==> src/rtl/ipm2l_hsstlp_fifo_clr_pkg.sv <==
// ----------------------------------------------------------------------------
// ipm2l_hsstlp_fifo_clr_pkg
// Shared definitions for the HSSTLP TX-FIFO clear controller:
//   - clr_state_t : per-group clear sequencer state encoding
//   - clog2max    : width of the shared settle/pulse counter
// ----------------------------------------------------------------------------
package ipm2l_hsstlp_fifo_clr_pkg;

    typedef enum logic [1:0] {
        ST_IDLE   = 2'd0,
        ST_SETTLE = 2'd1,
        ST_CLEAR  = 2'd2,
        ST_DONE   = 2'd3
    } clr_state_t;

    // One counter serves both the settle and the pulse phases, so it must
    // hold the larger of the two terminal values. Never narrower than 1 bit.
    function automatic int clog2max(input int a, input int b);
        int m;
        m = (a > b) ? a : b;
        return (m < 1) ? 1 : $clog2(m + 1);
    endfunction

endpackage

==> src/rtl/ipm2l_hsstlp_fifo_clr_grp.sv <==
// ----------------------------------------------------------------------------
// ipm2l_hsstlp_fifo_clr_grp
// Clear sequencer for one bonding group: CDR-align edge capture, per-lane
// lock, settle delay, multi-cycle FIFO clear pulse and completion pulse.
// Bypass groups register the user clear request instead.
//
// Ports:
//   clk, rst_n    clock, asynchronous active-low reset
//   lane_srst     per-lane synchronous soft reset (active-high)
//   align_vld     per-lane CDR aligned, already masked by RX enable
//   rxlane_done   per-lane RX reset sequence complete
//   usr_fifo_clr  per-lane user clear request (bypass only)
//   fifo_clr_en   per-lane FIFO clear to PCS (registered)
//   clr_done      1-cycle pulse after a completed clear (registered)
//   busy          sequencer not idle (registered)
// ----------------------------------------------------------------------------
module ipm2l_hsstlp_fifo_clr_grp
    import ipm2l_hsstlp_fifo_clr_pkg::*;
#(
    parameter int GROUP_SIZE    = 2,
    parameter int SETTLE_CYCLES = 16,
    parameter int CLR_PULSE_LEN = 4,
    parameter bit BYPASS        = 1'b0
) (
    input  logic                  clk,
    input  logic                  rst_n,
    input  logic [GROUP_SIZE-1:0] lane_srst,
    input  logic [GROUP_SIZE-1:0] align_vld,
    input  logic [GROUP_SIZE-1:0] rxlane_done,
    input  logic [GROUP_SIZE-1:0] usr_fifo_clr,
    output logic [GROUP_SIZE-1:0] fifo_clr_en,
    output logic                  clr_done,
    output logic                  busy
);

    // Single-lane groups have nothing to bond, so their sequencer stays idle.
    localparam bit FSM_EN = (!BYPASS) && (GROUP_SIZE > 1);
    localparam int CNT_W  = clog2max(SETTLE_CYCLES, CLR_PULSE_LEN);
    localparam logic [CNT_W-1:0] CNT_MAX     = '1;
    localparam logic [CNT_W-1:0] SETTLE_LAST = CNT_W'((SETTLE_CYCLES > 0) ? SETTLE_CYCLES - 1 : 0);
    localparam logic [CNT_W-1:0] PULSE_LAST  = CNT_W'(CLR_PULSE_LEN - 1);

    clr_state_t            state;
    logic [CNT_W-1:0]      cnt;
    logic [GROUP_SIZE-1:0] vld_p1;
    logic [GROUP_SIZE-1:0] lock;
    logic [GROUP_SIZE-1:0] byp_q;
    logic                  clr_q;
    logic                  done_q;
    logic                  busy_q;

    logic [GROUP_SIZE-1:0] rise;
    logic                  any_srst;
    logic                  all_done;
    logic                  go;
    logic                  clr_entry;

    function automatic logic [CNT_W-1:0] sat_inc(input logic [CNT_W-1:0] v);
        return (v == CNT_MAX) ? v : v + 1'b1;
    endfunction

    assign rise     = align_vld & ~vld_p1;
    assign any_srst = |lane_srst;
    assign all_done = &rxlane_done;
    assign go       = (|lock) && all_done;

    // The edge on which the group enters CLEAR; it also consumes the locks,
    // so a rise landing on this same edge is deliberately dropped.
    always_comb begin
        clr_entry = 1'b0;
        if (FSM_EN && !any_srst) begin
            case (state)
                ST_IDLE:   clr_entry = go && (SETTLE_CYCLES == 0);
                ST_SETTLE: clr_entry = all_done && (cnt == SETTLE_LAST);
                default:   clr_entry = 1'b0;
            endcase
        end
    end

    always_ff @(posedge clk or negedge rst_n) begin
        if (!rst_n) begin
            vld_p1 <= '0;
            lock   <= '0;
            byp_q  <= '0;
        end else begin
            vld_p1 <= align_vld;
            for (int i = 0; i < GROUP_SIZE; i++) begin
                if (lane_srst[i])
                    lock[i] <= 1'b0;
                else if (clr_entry)
                    lock[i] <= 1'b0;
                else if (rise[i])
                    lock[i] <= 1'b1;
            end
            byp_q <= BYPASS ? (usr_fifo_clr & ~lane_srst) : '0;
        end
    end

    always_ff @(posedge clk or negedge rst_n) begin
        if (!rst_n) begin
            state  <= ST_IDLE;
            cnt    <= '0;
            clr_q  <= 1'b0;
            done_q <= 1'b0;
            busy_q <= 1'b0;
        end else if (!FSM_EN || any_srst) begin
            // Soft reset abandons any sequence in flight without a done pulse.
            state  <= ST_IDLE;
            cnt    <= '0;
            clr_q  <= 1'b0;
            done_q <= 1'b0;
            busy_q <= 1'b0;
        end else begin
            done_q <= 1'b0;
            case (state)
                ST_IDLE: begin
                    cnt <= '0;
                    if (clr_entry) begin
                        state  <= ST_CLEAR;
                        clr_q  <= 1'b1;
                        busy_q <= 1'b1;
                    end else if (go) begin
                        state  <= ST_SETTLE;
                        busy_q <= 1'b1;
                    end
                end
                ST_SETTLE: begin
                    // A lane dropping out restarts the settle; locks survive.
                    if (!all_done) begin
                        state  <= ST_IDLE;
                        cnt    <= '0;
                        busy_q <= 1'b0;
                    end else if (clr_entry) begin
                        state <= ST_CLEAR;
                        cnt   <= '0;
                        clr_q <= 1'b1;
                    end else begin
                        cnt <= sat_inc(cnt);
                    end
                end
                ST_CLEAR: begin
                    if (cnt == PULSE_LAST) begin
                        state  <= ST_DONE;
                        cnt    <= '0;
                        clr_q  <= 1'b0;
                        done_q <= 1'b1;
                    end else begin
                        cnt <= sat_inc(cnt);
                    end
                end
                ST_DONE: begin
                    state  <= ST_IDLE;
                    busy_q <= 1'b0;
                end
                default: begin
                    state  <= ST_IDLE;
                    busy_q <= 1'b0;
                end
            endcase
        end
    end

    assign fifo_clr_en = BYPASS ? byp_q : {GROUP_SIZE{clr_q}};
    assign clr_done    = done_q;
    assign busy        = busy_q;

endmodule

==> src/rtl/ipm2l_hsstlp_fifo_clr_ctrl.sv <==
// ----------------------------------------------------------------------------
// ipm2l_hsstlp_fifo_clr_ctrl
// TX-FIFO clear controller for HSSTLP lanes. One clear sequencer per bonding
// group; bypass groups pass the user clear request through a register.
//
// Ports:
//   clk, rst_n    clock, asynchronous active-low reset
//   lane_srst     [NUM_LANES] per-lane synchronous soft reset
//   cdr_align     [NUM_LANES] CDR aligned per lane
//   rxlane_done   [NUM_LANES] RX lane reset sequence complete
//   usr_fifo_clr  [NUM_LANES] user clear request (bypass groups only)
//   fifo_clr_en   [NUM_LANES] FIFO clear to PCS
//   grp_clr_done  [NUM_GRP]   1-cycle pulse per completed clear
//   grp_busy      [NUM_GRP]   group sequencer not idle
// ----------------------------------------------------------------------------
module ipm2l_hsstlp_fifo_clr_ctrl
    import ipm2l_hsstlp_fifo_clr_pkg::*;
#(
    parameter int NUM_LANES     = 4,
    parameter int GROUP_SIZE    = 2,
    parameter logic [NUM_LANES-1:0] RX_ENABLE = {NUM_LANES{1'b1}},
    parameter logic [NUM_LANES/GROUP_SIZE-1:0] BYPASS_BONDING = '0,
    parameter int SETTLE_CYCLES = 16,
    parameter int CLR_PULSE_LEN = 4
) (
    input  logic                            clk,
    input  logic                            rst_n,
    input  logic [NUM_LANES-1:0]            lane_srst,
    input  logic [NUM_LANES-1:0]            cdr_align,
    input  logic [NUM_LANES-1:0]            rxlane_done,
    input  logic [NUM_LANES-1:0]            usr_fifo_clr,
    output logic [NUM_LANES-1:0]            fifo_clr_en,
    output logic [NUM_LANES/GROUP_SIZE-1:0] grp_clr_done,
    output logic [NUM_LANES/GROUP_SIZE-1:0] grp_busy
);

    localparam int NUM_GRP = NUM_LANES / GROUP_SIZE;

    logic [NUM_LANES-1:0] align_vld;

    // Disabled lanes can never start a sequence.
    assign align_vld = cdr_align & RX_ENABLE;

    for (genvar g = 0; g < NUM_GRP; g++) begin : g_grp
        ipm2l_hsstlp_fifo_clr_grp #(
            .GROUP_SIZE    (GROUP_SIZE),
            .SETTLE_CYCLES (SETTLE_CYCLES),
            .CLR_PULSE_LEN (CLR_PULSE_LEN),
            .BYPASS        (BYPASS_BONDING[g])
        ) u_grp (
            .clk          (clk),
            .rst_n        (rst_n),
            .lane_srst    (lane_srst[g*GROUP_SIZE +: GROUP_SIZE]),
            .align_vld    (align_vld[g*GROUP_SIZE +: GROUP_SIZE]),
            .rxlane_done  (rxlane_done[g*GROUP_SIZE +: GROUP_SIZE]),
            .usr_fifo_clr (usr_fifo_clr[g*GROUP_SIZE +: GROUP_SIZE]),
            .fifo_clr_en  (fifo_clr_en[g*GROUP_SIZE +: GROUP_SIZE]),
            .clr_done     (grp_clr_done[g]),
            .busy         (grp_busy[g])
        );
    end

endmodule

==> config.mk <==
export PLATFORM = sky130hd
export DESIGN_NAME = ipm2l_hsstlp_fifo_clr_ctrl
export DESIGN_NICKNAME = d
export VERILOG_FILES = /design/src/rtl/ipm2l_hsstlp_fifo_clr_pkg.sv /design/src/rtl/ipm2l_hsstlp_fifo_clr_grp.sv /design/src/rtl/ipm2l_hsstlp_fifo_clr_ctrl.sv
export SDC_FILE = /design/constraint.sdc
export NUM_CORES = 1
export LEC_CHECK = 0
export CAP_MARGIN = 20
export CORE_ASPECT_RATIO = 1.75
export CORE_MARGIN = 1.5
export CORE_UTILIZATION = 25
export CTS_CLUSTER_SIZE = 16
export DETAILED_ROUTE_END_ITERATION = 10
export PLACE_DENSITY = 0.43
export SKIP_CTS_REPAIR_TIMING = 1
export SLEW_MARGIN = 0
export SYNTH_ARGS = -nofsm -noshare
export SYNTH_HDL_FRONTEND = slang
export SYNTH_SLANG_ARGS = --single-unit
==> constraint.sdc <==
create_clock -name clk -period 5.9 [get_ports clk]
set_input_delay 0.885 -clock clk [delete_from_list [all_inputs] [get_ports clk]]
set_output_delay 0.885 -clock clk [all_outputs]
set_load 0.005 [all_outputs]
==> run_results.csv, run 1 <==
group,metric,value,unit
status,status,"finished, final reports clean",
pwr,p_per_area,219,mW/mm^2
pwr,ir_worst_vdd,0.102,mV
cts,clkLatencyLatePin,270,ps
min_path,min_from,"g_grp[1].u_grp.cnt[0]",
layout,diodes,0,
synth,ys.flop_type,"dfrtp_1",
pwr,finalPower,0.450,mW
cts,cts.root.buffer_cell,"clkbuf_16",
detailed_routing,vias,1363,
placed_design,dpl.hpwl,2.87,mm
detailed_routing,first_pass_iters,4,
synth,yosys_warnings,0,
worst_setup_path,r2r_setup_slack,3820,ps
synth,synthMuxAreaShare,0.0316,
floorplan,core_area,0.00654,sq mm
synth,synth.cell_area,0.00170,sq mm
floorplan,row_count,39,
timing,max_slew.worst_pin.slew,507,ps
layout,fillers,704,
global_route,grt_pass1_wl,6.56,mm
layout,layout.nets,226,
worst_setup_path,timing.setup.critical_path_class,"in -> reg",
detailed_routing,post-route-drc-count,0,
synth,synth_xor_area_frac,0,
layout,mostFrequentLayoutCell,"dfrtp_1",
timing,slew_headroom,0.661,
layout,ff_latch_area,701,sq um
global_route,grt_start_max_net_pins,29,
synth,synth_compound_area_frac,0.193,
cts,clock_path_buffers,2,
timing,period_share,0.418,
floorplan,boundaryPins,26,
layout,area_growth_syn_to_layout,20.8,%
timing,period_needed,2470,ps
timing,finalSetupViolCount,0,
floorplan,die_x,65.4,um
worst_setup_path,rr_endpoint,"g_grp[1].u_grp.state[0]",
placed_design,portBuffers,21,
job,maxCapViolCount,0,
timing,report.final.slew_viol_count,0,
worst_setup_path,crit_arrival,2660,ps
synth,async_flop_share,1.00,
worst_setup_path,critPathLaunchType,"input pin",
min_path,min_to,"g_grp[1].u_grp.cnt[0]",
min_path,hold_class,"reg -> reg",
detailed_routing,routedWlPerCell,13.9,um
cts,clock_sinks,28,
layout,multiInputGateArea,865,sq um
worst_setup_path,worst_r2r_path_depth,6,
worst_setup_path,reg2reg_from,"g_grp[1].u_grp.state[1]",
layout,layout_common_cells,"dfrtp_1 (28), clkdlybuf4s50_1 (21), inv_1 (18)",
cts,htree_levels,1,
detailed_routing,wl,3.89,mm
timing,max_freq,0.405,GHz
worst_setup_path,critPathRequiredTime,6090,ps
placed_design,gp_congestion,0.764,
timing,rsz0062_at_grt,"no",
floorplan,die-area,0.00734,sq mm
synth,synthesis.instances,182,
layout,final_core_util,0.315,
global_route,antenna_found_initial,0,
floorplan,die_h,112,um
pwr,p_leak,0.868,nW
worst_setup_path,crit_fanout,8,
global_route,grt_usage,0.114,
detailed_routing,drtIter0Drc,45,
cts,cts-buffers-inserted,3,
placed_design,dp_slack,3150,ps
cts,path_clk_slew,70,ps
synth,postSynthAreaPerCell,9.36,sq um
cts,cts_tree,"done",
synth,syn-num-nets,210,
detailed_routing,ant_nets,0,
worst_setup_path,end_kind,"flop",
floorplan,start_util,0.261,
global_route,overflow,0,
detailed_routing,viasPerCell,4.89,
synth,synthAdderAreaFrac,0.0734,
timing,tns,0,ps
timing,final_hold_viol_count,0,
synth,ys_ff_latch,28,
timing,fin_ws,3430,ps
min_path,min_delay_path_depth,1,
synth,ys_types,42,
synth,synth_simple_gate_area_share,0.209,
layout,drive_above_1_share,0.0660,
synth,synth-edff-count,0,
global_route,grt_pass1_vias,1419,
synth,synth_seq_area_share,0.411,
timing,clock_skew,3.20,ps
timing,whs,520,ps
synth,synth_top_family_by_area,"simple AND/OR/NAND/NOR gates",
[Yosys cell counts, types with 2 or more instances]
| cell type | instances | share of area |
|---|---|---|
| a21oi_1 | 14 | 0.041 |
| a31o_2 | 2 | 0.010 |
| a31oi_1 | 6 | 0.022 |
| a41oi_1 | 2 | 0.010 |
| and2_1 | 2 | 0.0073 |
| and3_1 | 6 | 0.022 |
| and4b_1 | 2 | 0.012 |
| buf_4 | 8 | 0.035 |
| clkbuf_1 | 2 | 0.0044 |
| dfrtp_1 | 28 | 0.41 |
| ha_1 | 10 | 0.073 |
| inv_1 | 18 | 0.040 |
| mux2_2 | 3 | 0.020 |
| mux2i_1 | 2 | 0.012 |
| nand2_1 | 10 | 0.022 |
| nand2b_1 | 2 | 0.0073 |
| nand3_1 | 11 | 0.032 |
| nand4_1 | 3 | 0.011 |
| nor2_1 | 7 | 0.015 |
| nor3_1 | 7 | 0.021 |
| nor4_1 | 2 | 0.0073 |
| o211a_1 | 2 | 0.012 |
| o211ai_1 | 3 | 0.013 |
| o21ai_0 | 7 | 0.021 |
| o21ai_1 | 2 | 0.0059 |
| o22ai_1 | 2 | 0.0073 |
| o31ai_1 | 2 | 0.0088 |
| or2_1 | 2 | 0.0073 |
| or3_1 | 2 | 0.0073 |
[worst max-delay path, stage by stage]
cell,delay (ps)
clkdlybuf4s50_1,510
nand3_1,280
and3_1,320
or4_1,500
a21oi_1,160
[registers in the layout, indices dropped and copies added (netlist names)]
| register | flops |
|---|---|
| g_grp.u_grp.busy | 2 |
| g_grp.u_grp.clr_done | 2 |
| g_grp.u_grp.clr_q | 2 |
| g_grp.u_grp.cnt | 10 |
| g_grp.u_grp.lock | 4 |
| g_grp.u_grp.state | 4 |
| g_grp.u_grp.vld_p1 | 4 |
[layout make-up]
cell class	instances	area share
Multi-Input combinational cell	125	0.420
Sequential cell	28	0.340
Timing Repair Buffer	22	0.106
Tap cell	82	0.0498
Clock buffer	3	0.0365
Inverter	18	0.0328
Clock inverter	1	0.0146
[cell families (layout without fill, tap and decap cells)]
family                     after synthesis  in the layout
and+or+nand+nor                         61             61
AOI/OAI and AO/OA                       49             49
buffers and inverters                   29             44
DFF                                     28             28
adders and majority gates               10             10
muxes                                    5              5
[worst max-delay path by stage]
stage                   start                      end  slack, ps
3_5_place_dp   rxlane_done[2]  g_grp[1].u_grp.state[0]       3150
6_report       rxlane_done[2]  g_grp[1].u_grp.state[0]       3430
5_1_grt        rxlane_done[3]  g_grp[1].u_grp.state[0]       3310
2_1_floorplan  rxlane_done[2]  g_grp[1].u_grp.state[0]       3850
3_3_place_gp   rxlane_done[2]  g_grp[1].u_grp.state[0]       3130
4_1_cts        rxlane_done[2]  g_grp[1].u_grp.state[0]       3410
[power by group]
part | total [mW] | leakage (nW) | switching (mW) | internal [mW]
Combinational | 0.0432 | 0.439 | 0.0232 | 0.0200
Clock | 0.208 | 0.0511 | 0.0722 | 0.135
Sequential | 0.199 | 0.377 | 0.00276 | 0.196
Total | 0.450 | 0.868 | 0.0982 | 0.352
[metal layers]
metal / global-route usage / vias to the layer above / part of all wire / wire length (um)
met5: 0 / - / 0 / 0
met4: 0.0583 / 0 / 0.023 / 91
met3: 0.00902 / 5 / 0.015 / 60
met2: 0.210 / 16 / 0.53 / 2080
met1: 0.127 / 648 / 0.43 / 1660
li1: - / 694 / - / -
[stage by stage]
stage | area [sq um] | instances
after global placement | 1950 | 275
after detailed placement | 1950 | 275
final | 2060 | 279
after global routing | 2060 | 279
after floorplan | 1700 | 182
after CTS | 2060 | 279
(Power assumes the default switching activity.)
==> inputs of run 2 (changes only) <==
Settings changed: PLACE_DENSITY 0.43 to 0.45.
Clock period 5.9 ns to 2.25 ns, I/O delays scaled along.
==> run_results.csv, run 2 (same netlist as run 1, synthesis figures left out) <==
group,metric,value,unit
layout,multiInputGateArea,865,sq um
worst_setup_path,timing.setup.critical_path_class,"reg -> reg",
layout,layout.nets,230,
worst_setup_path,critPathLaunchType,"flop",
placed_design,portBuffers,21,
layout,area_growth_syn_to_layout,22.5,%
cts,path_clk_slew,70,ps
detailed_routing,post-route-drc-count,0,
layout,layout_common_cells,"dfrtp_1 (28), clkdlybuf4s50_1 (21), inv_1 (18)",
layout,ff_latch_area,701,sq um
pwr,p_leak,0.887,nW
pwr,p_per_area,561,mW/mm^2
detailed_routing,ant_nets,0,
layout,layout.cells.non_filler,283,
timing,whs,450,ps
timing,period_share,0.869,
detailed_routing,drtIter0Drc,70,
layout,largest_reg_flops,10,
worst_setup_path,crit_fanout,10,
cts,cts.root.buffer_cell,"clkbuf_16",
status,status,"finished, final reports clean",
cts,clock_path_buffers,2,
layout,diodes,0,
timing,max_slew.worst_pin.slew,380,ps
global_route,grt_start_max_net_pins,29,
floorplan,die-area,0.00734,sq mm
global_route,antenna_found_initial,0,
worst_setup_path,worst_r2r_path_depth,5,
timing,tns,0,ps
placed_design,placed_cells,279,
placed_design,gp_congestion,0.770,
global_route,grt_usage,0.110,
job,maxCapViolCount,0,
floorplan,die_h,112,um
worst_setup_path,rr_endpoint,"g_grp[1].u_grp.state[0]",
worst_setup_path,crit_arrival,2140,ps
cts,cts_tree,"done",
timing,max_freq,0.512,GHz
floorplan,start_util,0.261,
min_path,hold_class,"in -> async",
pwr,ir_worst_vdd,0.402,mV
cts,cts-buffers-inserted,3,
timing,finalSetupViolCount,0,
cts,clock_sinks,28,
timing,period_needed,1950,ps
layout,fillers,687,
detailed_routing,vias,1408,
global_route,overflow,0,
floorplan,boundaryPins,26,
cts,htree_levels,1,
detailed_routing,first_pass_iters,4,
cts,clkLatencyLatePin,260,ps
global_route,grt_pass1_wl,6.42,mm
placed_design,postPlaceCellArea,0.00198,sq mm
detailed_routing,routedWlPerCell,13.1,um
worst_setup_path,reg2reg_from,"g_grp[1].u_grp.cnt[0]",
placed_design,dpl.hpwl,2.84,mm
floorplan,core_area,0.00654,sq mm
layout,stdcell_area,0.00209,sq mm
floorplan,die_x,65.4,um
timing,rsz0062_at_grt,"no",
worst_setup_path,critPathRequiredTime,2440,ps
worst_setup_path,r2r_setup_slack,300,ps
timing,slew_headroom,0.745,
detailed_routing,viasPerCell,4.98,
timing,final_hold_viol_count,0,
timing,clock_skew,6.33,ps
timing,report.final.slew_viol_count,0,
detailed_routing,wl,3.69,mm
worst_setup_path,end_kind,"flop",
layout,drive_above_1_share,0.0846,
layout,regMostFlops,"g_grp.u_grp.cnt",
floorplan,row_count,39,
layout,mostFrequentLayoutCell,"dfrtp_1",
global_route,grt_pass1_vias,1429,
run 2: cell count changes in the layout (fill, tap and decap cells not counted), sizes merged:
cell / previous run / this run
buf: 1 / 5
run 2: per-layer routing:
layer / routed length, um / GRT usage
met1: 1590 / 0.128
met2: 1950 / 0.198
met3: 101 / 0.0170
met4: 58 / 0.0417
met5: 0 / 0
run 2: critical path, stage by stage (launching register included):
cell	delay, ps
dfrtp_1	380
ha_1	260
nor4b_4	380
o22ai_4	160
or4_1	540
a21oi_1	150
run 2: worst max path at each step:
stage          slack [ps]                     from                 endpoint  depth (start not counted)
2_1_floorplan         420  g_grp[1].u_grp.state[1]  g_grp[1].u_grp.state[0]                          6
3_3_place_gp          230             lane_srst[1]  g_grp[0].u_grp.state[0]                          5
3_5_place_dp          250           rxlane_done[2]  g_grp[1].u_grp.state[0]                          6
4_1_cts               280    g_grp[1].u_grp.cnt[0]  g_grp[1].u_grp.state[0]                          5
5_1_grt               160    g_grp[1].u_grp.cnt[0]  g_grp[1].u_grp.state[0]                          5
6_report              300    g_grp[1].u_grp.cnt[0]  g_grp[1].u_grp.state[0]                          5
run 2: final cells by class:
| type | count | area share |
|---|---|---|
| Clock buffer | 3 | 0.0359 |
| Sequential cell | 28 | 0.336 |
| Clock inverter | 1 | 0.0144 |
| Inverter | 18 | 0.0324 |
| Tap cell | 82 | 0.0491 |
| Timing Repair Buffer | 26 | 0.119 |
| Multi-Input combinational cell | 125 | 0.414 |
run 2: stage by stage:
step	power (mW)	util	setup WS [ps]
after global routing	1.23	0.319	160
after detailed placement	0.649	0.303	249
after floorplan	0.590	-	417
after CTS	1.19	0.319	280
after global placement	0.650	0.303	231
final	1.17	0.319	296
run 2: power by group:
group	switching, mW	internal (mW)	leakage (nW)	total [mW]
sequential	0.00736	0.515	0.377	0.522
combinational	0.0601	0.0549	0.459	0.115
clock	0.180	0.355	0.0511	0.534
total	0.247	0.924	0.887	1.17
